$ cat config.mk
export PLATFORM = sky130hd
export DESIGN_NAME = instr_fetch_stage_flat
export DESIGN_NICKNAME = d
export VERILOG_FILES = /design/src/rtl/instr_fetch_stage_if.sv /design/src/rtl/instr_fetch_stage.sv /design/src/flat_wrapper.sv
export SDC_FILE = /design/constraint.sdc
export NUM_CORES = 1
export LEC_CHECK = 0
export CAP_MARGIN = 40
export CORE_MARGIN = 10
export CORE_UTILIZATION = 50
export CTS_BUF_LIST = sky130_fd_sc_hd__clkbuf_4
export DETAILED_ROUTE_END_ITERATION = 7
export PLACE_DENSITY = 0.76
export SLEW_MARGIN = 40
export SYNTH_ARGS = -nofsm -noshare
export SYNTH_HDL_FRONTEND = slang
export SYNTH_SLANG_ARGS = --single-unit
$ cat constraint.sdc
create_clock -name clk -period 7 [get_ports clk]
set_input_delay 1.05 -clock clk [delete_from_list [all_inputs] [get_ports clk]]
set_output_delay 1.05 -clock clk [all_outputs]
set_load 0.02 [all_outputs]
$ cat src/rtl/instr_fetch_stage_if.sv
// Fetch-stage bus bundle: instruction-memory req/ack port, decode-side controls and the IF/ID output register.
// The master modport is the fetch stage itself; the slave modport is its environment (memory + decode).
interface instr_fetch_stage_if #(
  parameter int ADDR_W = 32
);
  logic              imem_req;
  logic [ADDR_W-1:0] imem_addr;
  logic              imem_ack;
  logic [31:0]       imem_rdata;
  logic              id_stall;
  logic              branch_taken;
  logic [ADDR_W-1:0] branch_target;
  logic              if_valid;
  logic [31:0]       if_instr;
  logic [ADDR_W-1:0] if_pc4;

  modport master (
    output imem_req, imem_addr, if_valid, if_instr, if_pc4,
    input  imem_ack, imem_rdata, id_stall, branch_taken, branch_target
  );

  modport slave (
    input  imem_req, imem_addr, if_valid, if_instr, if_pc4,
    output imem_ack, imem_rdata, id_stall, branch_taken, branch_target
  );
endinterface

$ cat src/rtl/instr_fetch_stage.sv
// MIPS instruction-fetch stage: PC, req/ack fetch, one-entry skid buffer, branch redirect with flush.
// Optional macro IF_PERF_CNT_EN adds perf_fetched / perf_bubbles counters.
module instr_fetch_stage #(
  parameter int              ADDR_W   = 32,
  parameter logic [ADDR_W-1:0] RESET_PC = '0
) (
  input  logic                 clk,
  input  logic                 rst_n,
  instr_fetch_stage_if.master  bus
`ifdef IF_PERF_CNT_EN
  ,
  output logic [31:0]          perf_fetched,
  output logic [31:0]          perf_bubbles
`endif
);

  typedef enum logic [1:0] {IDLE, REQ, DROP, FULL} state_e;

  state_e            state_q, state_d;
  logic [ADDR_W-1:0] pc_q, pc_d;
  logic [ADDR_W-1:0] drop_addr_q, drop_addr_d;
  logic              valid_q, valid_d;
  logic [31:0]       instr_q, instr_d;
  logic [ADDR_W-1:0] pc4_q, pc4_d;
  logic [31:0]       skid_instr_q, skid_instr_d;
  logic [ADDR_W-1:0] skid_pc4_q, skid_pc4_d;

  logic              req;
  logic [ADDR_W-1:0] addr;
  logic              transfer;

  // In DROP the PC already points at the branch target, so the stale address is held separately.
  assign req      = (state_q == REQ) || (state_q == DROP);
  assign addr     = (state_q == DROP) ? drop_addr_q : {pc_q[ADDR_W-1:2], 2'b00};
  assign transfer = req && bus.imem_ack;

  assign bus.imem_req  = req;
  assign bus.imem_addr = addr;
  assign bus.if_valid  = valid_q;
  assign bus.if_instr  = instr_q;
  assign bus.if_pc4    = pc4_q;

  always_comb begin
    state_d      = state_q;
    pc_d         = pc_q;
    drop_addr_d  = drop_addr_q;
    valid_d      = valid_q;
    instr_d      = instr_q;
    pc4_d        = pc4_q;
    skid_instr_d = skid_instr_q;
    skid_pc4_d   = skid_pc4_q;

    if (valid_q && !bus.id_stall) begin
      valid_d = 1'b0;
    end

    if (bus.branch_taken) begin
      pc_d    = {bus.branch_target[ADDR_W-1:2], 2'b00};
      valid_d = 1'b0;
      if (req && !bus.imem_ack) begin
        state_d = DROP;
        if (state_q == REQ) begin
          drop_addr_d = addr;
        end
      end else begin
        state_d = REQ;
      end
    end else begin
      unique case (state_q)
        IDLE: state_d = REQ;
        REQ: begin
          if (transfer) begin
            pc_d = pc_q + ADDR_W'(4);
            if (!valid_q || !bus.id_stall) begin
              valid_d = 1'b1;
              instr_d = bus.imem_rdata;
              pc4_d   = addr + ADDR_W'(4);
            end else begin
              skid_instr_d = bus.imem_rdata;
              skid_pc4_d   = addr + ADDR_W'(4);
              state_d      = FULL;
            end
          end
        end
        DROP: begin
          if (bus.imem_ack) begin
            state_d = REQ;
          end
        end
        FULL: begin
          if (!bus.id_stall) begin
            valid_d = 1'b1;
            instr_d = skid_instr_q;
            pc4_d   = skid_pc4_q;
            state_d = REQ;
          end
        end
      endcase
    end
  end

  always_ff @(posedge clk or negedge rst_n) begin
    if (!rst_n) begin
      state_q      <= IDLE;
      pc_q         <= RESET_PC;
      drop_addr_q  <= RESET_PC;
      valid_q      <= 1'b0;
      instr_q      <= '0;
      pc4_q        <= '0;
      skid_instr_q <= '0;
      skid_pc4_q   <= '0;
    end else begin
      state_q      <= state_d;
      pc_q         <= pc_d;
      drop_addr_q  <= drop_addr_d;
      valid_q      <= valid_d;
      instr_q      <= instr_d;
      pc4_q        <= pc4_d;
      skid_instr_q <= skid_instr_d;
      skid_pc4_q   <= skid_pc4_d;
    end
  end

`ifdef IF_PERF_CNT_EN
  logic        fetch_load;
  logic [31:0] fetched_q;
  logic [31:0] bubbles_q;

  // Only transfers that land in the output register or skid count; dropped data does not.
  assign fetch_load = transfer && !bus.branch_taken && (state_q == REQ);

  always_ff @(posedge clk or negedge rst_n) begin
    if (!rst_n) begin
      fetched_q <= '0;
      bubbles_q <= '0;
    end else begin
      if (fetch_load) begin
        fetched_q <= fetched_q + 32'd1;
      end
      if ((state_q != IDLE) && !valid_q) begin
        bubbles_q <= bubbles_q + 32'd1;
      end
    end
  end

  assign perf_fetched = fetched_q;
  assign perf_bubbles = bubbles_q;
`endif

endmodule

$ cat src/flat_wrapper.sv
// flat-port wrapper written by rule: the top's interface ports become plain ports
module instr_fetch_stage_flat 
#(
  parameter int              ADDR_W   = 32,
  parameter logic [ADDR_W-1:0] RESET_PC = '0
)
  (clk, rst_n, bus_imem_req, bus_imem_addr, bus_if_valid, bus_if_instr, bus_if_pc4, bus_imem_ack, bus_imem_rdata, bus_id_stall, bus_branch_taken, bus_branch_target);
  instr_fetch_stage_if #(.ADDR_W(ADDR_W)) bus_i ();
  input  logic clk;
  input  logic rst_n;
  output wire logic [$bits(bus_i.imem_req)-1:0] bus_imem_req;
  output wire logic [$bits(bus_i.imem_addr)-1:0] bus_imem_addr;
  output wire logic [$bits(bus_i.if_valid)-1:0] bus_if_valid;
  output wire logic [$bits(bus_i.if_instr)-1:0] bus_if_instr;
  output wire logic [$bits(bus_i.if_pc4)-1:0] bus_if_pc4;
  input wire logic [$bits(bus_i.imem_ack)-1:0] bus_imem_ack;
  input wire logic [$bits(bus_i.imem_rdata)-1:0] bus_imem_rdata;
  input wire logic [$bits(bus_i.id_stall)-1:0] bus_id_stall;
  input wire logic [$bits(bus_i.branch_taken)-1:0] bus_branch_taken;
  input wire logic [$bits(bus_i.branch_target)-1:0] bus_branch_target;
  assign bus_imem_req = bus_i.imem_req;
  assign bus_imem_addr = bus_i.imem_addr;
  assign bus_if_valid = bus_i.if_valid;
  assign bus_if_instr = bus_i.if_instr;
  assign bus_if_pc4 = bus_i.if_pc4;
  assign bus_i.imem_ack = bus_imem_ack;
  assign bus_i.imem_rdata = bus_imem_rdata;
  assign bus_i.id_stall = bus_id_stall;
  assign bus_i.branch_taken = bus_branch_taken;
  assign bus_i.branch_target = bus_branch_target;
  instr_fetch_stage #(.ADDR_W(ADDR_W), .RESET_PC(RESET_PC)) u_core (.clk(clk), .rst_n(rst_n), .bus(bus_i));
endmodule
==> results of run 1 <==
## Yosys cell counts, types with 4 or more instances
cell	n
dfrtp_1	193
buf_2	8
a211oi_1	4
nor2_1	24
o21ai_1	4
or3_1	4
ha_1	6
o31ai_1	11
a21oi_1	32
nand3_1	28
buf_6	4
xnor2_1	26
nand4_1	15
mux2i_1	54
inv_1	33
mux2_2	43
o21a_1	19
nand2_1	180
o21ai_0	120
and3_1	14
nand3b_1	5
nor3_1	16
xor2_1	18
clkbuf_1	40
buf_1	6
## power breakdown
group | internal, W | total, W | switching [W]
combinational | 0.000786 | 0.00177 | 0.000981
sequential | 0.00148 | 0.00172 | 0.000239
clock | 0.000159 | 0.000579 | 0.000420
## metrics by stage
step / utilization, % / cells / cell area (sq um) / setup WS, ps / hold WS (ps)
final: 61.8 / 1348 / 11600 / 2470 / 382
after global routing: 61.8 / 1348 / 11600 / 2270 / 362
after CTS: 61.8 / 1347 / 11600 / 2440 / 395
after detailed placement: 60.4 / 1315 / 11300 / 3130 / 463
after global placement: 60.2 / 1315 / 11300 / 3160 / 455
after floorplan: - / 968 / 9550 / 4060 / 440
## per-layer routing
metal  vias to the layer above  track usage, %  routed length (um)  share of wire (%)
li1                       3643               -                   -                  -
met1                      3547            26.6               11000                 47
met2                       203            29.1               11000                 46
met3                        23            3.74                1380                5.8
met4                         0            5.21                 329                1.4
met5                         -               0                   0                  0
## placed cells by master, fill, tap and decap left out, types with 4 or more instances in the layout
master | synthesis | final
ha_1 | 6 | 4
mux2i_1 | 54 | 52
nand2_1 | 180 | 180
xor2_1 | 18 | 18
nand4_1 | 15 | 15
inv_8 | 0 | 4
nand3_1 | 28 | 28
mux2_2 | 43 | 43
a211oi_1 | 4 | 4
o21ai_1 | 4 | 4
dfrtp_1 | 193 | 193
clkbuf_4 | 0 | 17
inv_1 | 33 | 33
nor3_1 | 16 | 16
nand3b_1 | 5 | 5
nor2_1 | 24 | 23
o31ai_1 | 11 | 11
inv_6 | 0 | 5
a21oi_1 | 32 | 32
xnor2_1 | 26 | 26
o21a_1 | 19 | 19
o21ai_0 | 120 | 120
clkdlybuf4s50_1 | 0 | 162
and3_1 | 14 | 14
buf_4 | 1 | 5
## worst paths after layout
| kind | to | startpoint | slack (ps) | cells past startpoint |
|---|---|---|---|---|
| max | bus_imem_addr[14] | u_core.state_q[0]$_DFFE_PN0P_ | 2470 | 6 |
| min | u_core.skid_instr_q[13]$_DFFE_PN0P_ | rst_n | 380 | 1 |
| max reg2reg | u_core.bus.if_pc4[18]$_DFFE_PN0P_ | u_core.state_q[0]$_DFFE_PN0P_ | 3140 | 9 |
| min reg2reg | u_core.skid_pc4_q[22]$_DFFE_PN0P_ | u_core.skid_pc4_q[22]$_DFFE_PN0P_ | 490 | 2 |
| max in group asynchronous | u_core.pc_q[8]$_DFFE_PN0P_ | rst_n | 5420 | 2 |
| min in group clk | u_core.skid_pc4_q[22]$_DFFE_PN0P_ | u_core.skid_pc4_q[22]$_DFFE_PN0P_ | 490 | 2 |
## flip-flops by register name, summed over array words and instances, names as in the netlist
name / cells
u_core.bus.if_instr: 32
u_core.bus.if_pc4: 32
u_core.drop_addr_q: 32
u_core.skid_instr_q: 32
u_core.skid_pc4_q: 32
u_core.pc_q: 30
u_core.state_q: 2
u_core.bus.if_valid: 1
## cell families after synthesis
group           count (synthesis)  synth area share, %
compound gates                216                 13.6
xor+xnor                       44                 4.03
fa+ha+maj                       6                0.786
simple gates                  319                 16.1
mux                            98                 10.9
flops                         193                 50.6
buf+inv                        92                 4.07
## area by class of cell
cell class | count | area share, %
clock buffer | 17 | 1.10
antenna | 1 | 0.0216
sequential | 193 | 41.6
tap | 234 | 2.52
timing repair buffer | 172 | 14.8
clock inverter | 15 | 1.23
inverter | 33 | 1.07
multi-input combinational | 683 | 37.6
==> impl_metrics.yaml, run 1 <==
outcome:
  status: "complete, no violations"
global_route:
  track_usage_pct: 18.9
  grt_max_degree: 122
  grt_pass1_vias: 7049
  antenna_found_initial: 1
  grt-ovfl-total: 0
  grt_pass1_wl_um: 37800
floorplan:
  ioPinCount: 167
  rows: 50
  dieArea_sq_um: 25000
  die_h_um: 158
  die_x_um: 158
  coreArea_sq_um: 18800
  start_util_pct: 50.9
yosys:
  ys.flop_type: "dfrtp_1"
  yosysSeqAreaShare_pct: 50.6
  syn-num-nets: 1043
  netlist.area_leader.share_pct: 50.6
  avgSynthCellArea_sq_um: 9.87
  synth-seq-cells: 193
  synth_cells: 968
  synth_edf_count: 0
  synthArstFlopShare_pct: 100
  synth_largest_area_cell: "dfrtp_1"
  ys_types: 60
  synthesis.area_sq_um: 9550
  yosys-top-cells-area: "dfrtp_1 51%, nand2_1 7.1%, o21ai_0 6.3%"
  ys_warn_count: 0
critical_path:
  cpMostUsedCell: "inv_1"
  cp_slowest_stage_delay_ps: 570
  crit_type: "flop to output port"
  start_kind: "flop"
  critPathCaptureType: "output port"
  path_delay_family: "buffers and inverters"
  path_cells: "inv_1 -> ha_2 -> buf_4 -> mux2i_2 -> inv_1 -> clkdlybuf4s50_1"
  critPathArrivalTime_ps: 3480
  crit_buf_inv: 4
  cp_max_fo: 41
  required_ps: 5950
  cp_slowest_cell: "clkdlybuf4s50_1"
worst_hold_path:
  hp-class: "input pin to asynchronous set/reset pin"
sta:
  slew_viol_final: 0
  min_period_ps: 4530
  setup_viol: 0
  final-hold-violation-count: 0
  worst_pin_slew_ps: 814
  maxSlewHeadroom_pct: 45.7
  fin_skew_ps: 32.9
  setup-tns-final_ps: 0
  fin_crit_sh_pct: 64.7
  rsz0062_at_grt: "no"
  fmax_ghz: 0.221
clocking:
  cts_root_buffer: "clkbuf_4"
  cts_made_buffers: 17
  clock_tree.htree_level_count: 4
  post_cts_resized: 0
  cts_tree: "done"
  cts_hold_buf: 0
  clk_latency_ps: 590
  clockBufferDepth: 2
  cts.sinks: 193
  post_cts_buffers: 0
  clk_pin_slew_ps: 190
drt:
  drtPass1Iterations: 6
  drt_iter0_drc: 612
  avgViaCountPerCell: 5.50
  ant_nets: 0
  wire_per_inst_um: 17.6
  postRouteWirelength_um: 23700
  vias: 7416
  drcViolationCount: 0
pwr:
  p_per_area_nw_per_um2: 350
  ir_worst_vdd_uv: 168
  finalPower_w: 0.00406
  p_leak_nw: 5.09
final_layout:
  areaGrowthSynthToFinish_pct: 21.5
  fillers: 1621
  ff_latch_area_sq_um: 4830
  multi_input_area_sq_um: 4370
  drive_above_1_share_pct: 9.61
  nets: 1175
flow_run:
  cap_violations: 0
placed_design:
  gp_congestion: 0.930
  numPortBuffers: 164
  hpwl_um: 16900
Note: power is estimated with default switching activity, not from simulation.
==> inputs of run 2 (changes only) <==
Settings changed: PLACE_DENSITY 0.76 to 0.79.
Clock period 7 ns to 3.8 ns, I/O delays scaled along.
==> impl_metrics.yaml, run 2 (synthesis results as in run 1) <==
sta:
  worst_pin_slew_ps: 775
  final.setup.worst_slack_ps: 128
  setup-tns-final_ps: 0
  final-hold-violation-count: 0
  fin_crit_sh_pct: 96.6
  maxSlewHeadroom_pct: 47.8
  setup_viol: 0
  rsz0062_at_grt: "yes"
  fmax_ghz: 0.272
  fin_skew_ps: 30.3
  slew_viol_final: 0
  min_period_ps: 3670
global_route:
  grt-ovfl-total: 0
  track_usage_pct: 19.5
  grt_pass1_vias: 7303
  grt_max_degree: 99
  antenna_found_initial: 1
  grt.busiest_layer: "met2"
  use_met1_pct: 26.3
  grt_util_met2_pct: 30.6
  gr-usage-met3_pct: 4.29
  grt_pass1_wl_um: 38700
placed_design:
  placed_area_sq_um: 11400
  hpwl_um: 17900
  numPortBuffers: 164
  dp.cells: 1327
  gp_congestion: 0.907
  dp_slack_ps: 548
outcome:
  status: "complete, no violations"
critical_path:
  cpMostUsedCell: "inv_1"
  cp_slowest_cell: "mux2i_1"
  cp_max_fo: 28
  path_cells: "inv_1 -> ha_4 -> mux2i_1 -> inv_1 -> clkdlybuf4s50_1"
  start_kind: "flop"
  r2r-end: "u_core.bus.if_pc4[26]$_DFFE_PN0P_"
  required_ps: 3230
  critPathArrivalTime_ps: 3100
  ff2ff_path_depth: 9
  r2r_setup_slack_ps: 750
  cp-endpoint: "bus_imem_addr[13]"
  crit_type: "flop to output port"
  startpoint: "u_core.state_q[0]$_DFFE_PN0P_"
  critPathCaptureType: "output port"
  timing.rr.start: "u_core.state_q[0]$_DFFE_PN0P_"
  cp_slowest_stage_delay_ps: 670
final_layout:
  drive_above_1_share_pct: 10.7
  multi_input_area_sq_um: 4400
  ff_latch_area_sq_um: 4830
  final_area_sq_um: 11800
  final_cells: 1362
  mostFrequentLayoutCells: "193 x dfrtp_1, 180 x nand2_1, 162 x clkdlybuf4s50_1, 120 x o21ai_0, 50 x mux2i_1"
  areaGrowthSynthToFinish_pct: 23.3
  final_common_cell: "dfrtp_1"
  nets: 1188
  fillers: 1563
drt:
  wire_per_inst_um: 17.9
  avgViaCountPerCell: 5.61
  drcViolationCount: 0
  vias: 7641
  postRouteWirelength_um: 24400
  drtPass1Iterations: 5
  drt_iter0_drc: 731
  ant_nets: 0
pwr:
  ir_worst_vdd_uv: 268
  p_leak_nw: 5.17
  p_per_area_nw_per_um2: 652
floorplan:
  start_util_pct: 50.9
  rows: 50
  ioPinCount: 167
  die_h_um: 158
  coreArea_sq_um: 18800
  dieArea_sq_um: 25000
  die_x_um: 158
clocking:
  clock_tree.htree_level_count: 4
  post_cts_buffers: 0
  clk_pin_slew_ps: 180
  clk_latency_ps: 630
  cts_made_buffers: 17
  cts.sinks: 193
  cts_root_buffer: "clkbuf_4"
  clockBufferDepth: 2
  cts_tree: "done"
worst_hold_path:
  hp-class: "input pin to flop"
flow_run:
  cap_violations: 0
run 2: routing by layer:
layer  part of all wire, %  wire [um]  vias to the layer above
met5                     0          0                        -
met1                    46      11100                     3718
met3                   5.6       1380                       33
li1                      -          -                     3671
met2                    47      11500                      219
met4                   1.6        398                        0
run 2: where the power goes:
part           total [W]  switching (W)  internal (W)
clock            0.00115       0.000831      0.000316
combinational    0.00335        0.00185       0.00149
sequential       0.00318       0.000457       0.00272
run 2: stage by stage:
stage | hold slack (ps) | power (W) | util, %
3_3_place_gp | 455 | 0.00642 | 60.8
4_1_cts | 309 | 0.00770 | 62.5
6_report | 344 | 0.00767 | 62.7
3_5_place_dp | 463 | 0.00655 | 60.8
2_1_floorplan | 274 | 0.00512 | -
5_1_grt | 338 | 0.00816 | 62.7
run 2: critical path: cells and delay by family, from the launching register on:
kind | cells | cell delay (ps)
muxes | 1 | 670
buffers and inverters | 3 | 950
DFF | 1 | 460
adders and majority gates | 1 | 390
run 2: final cells by class:
| class | count | share of cell area (%) |
|---|---|---|
| diodes | 2 | 0.0425 |
| clock buffers | 17 | 1.08 |
| clock inverters | 15 | 1.52 |
| inverters | 33 | 1.05 |
| multi-input cells | 683 | 37.4 |
| flip-flops and latches | 193 | 41.0 |
| well taps | 234 | 2.49 |
| repair buffers | 185 | 15.4 |
run 2: worst min path at each step:
stage                                            from                                 end  slack (ps)  cells after the start
floorplan                                       rst_n  u_core.bus.if_instr[0]$_DFFE_PN0P_         270                      0
global placement    u_core.skid_pc4_q[16]$_DFFE_PN0P_   u_core.skid_pc4_q[16]$_DFFE_PN0P_         450                      2
detailed placement  u_core.skid_pc4_q[14]$_DFFE_PN0P_   u_core.skid_pc4_q[14]$_DFFE_PN0P_         460                      2
CTS                                  bus_branch_taken          u_core.pc_q[5]$_DFFE_PN0P_         310                      3
global route                         bus_branch_taken          u_core.pc_q[5]$_DFFE_PN0P_         340                      3
finish                               bus_branch_taken          u_core.pc_q[2]$_DFFE_PN0P_         340                      3
run 2: timing repair:
item | 4_1_cts | 5_1_grt
gates resized for setup | 1 | 6
hold buffers | 1 | 0
endpoints found under the hold margin | 6 | 0
setup endpoints to repair | 10 | 4
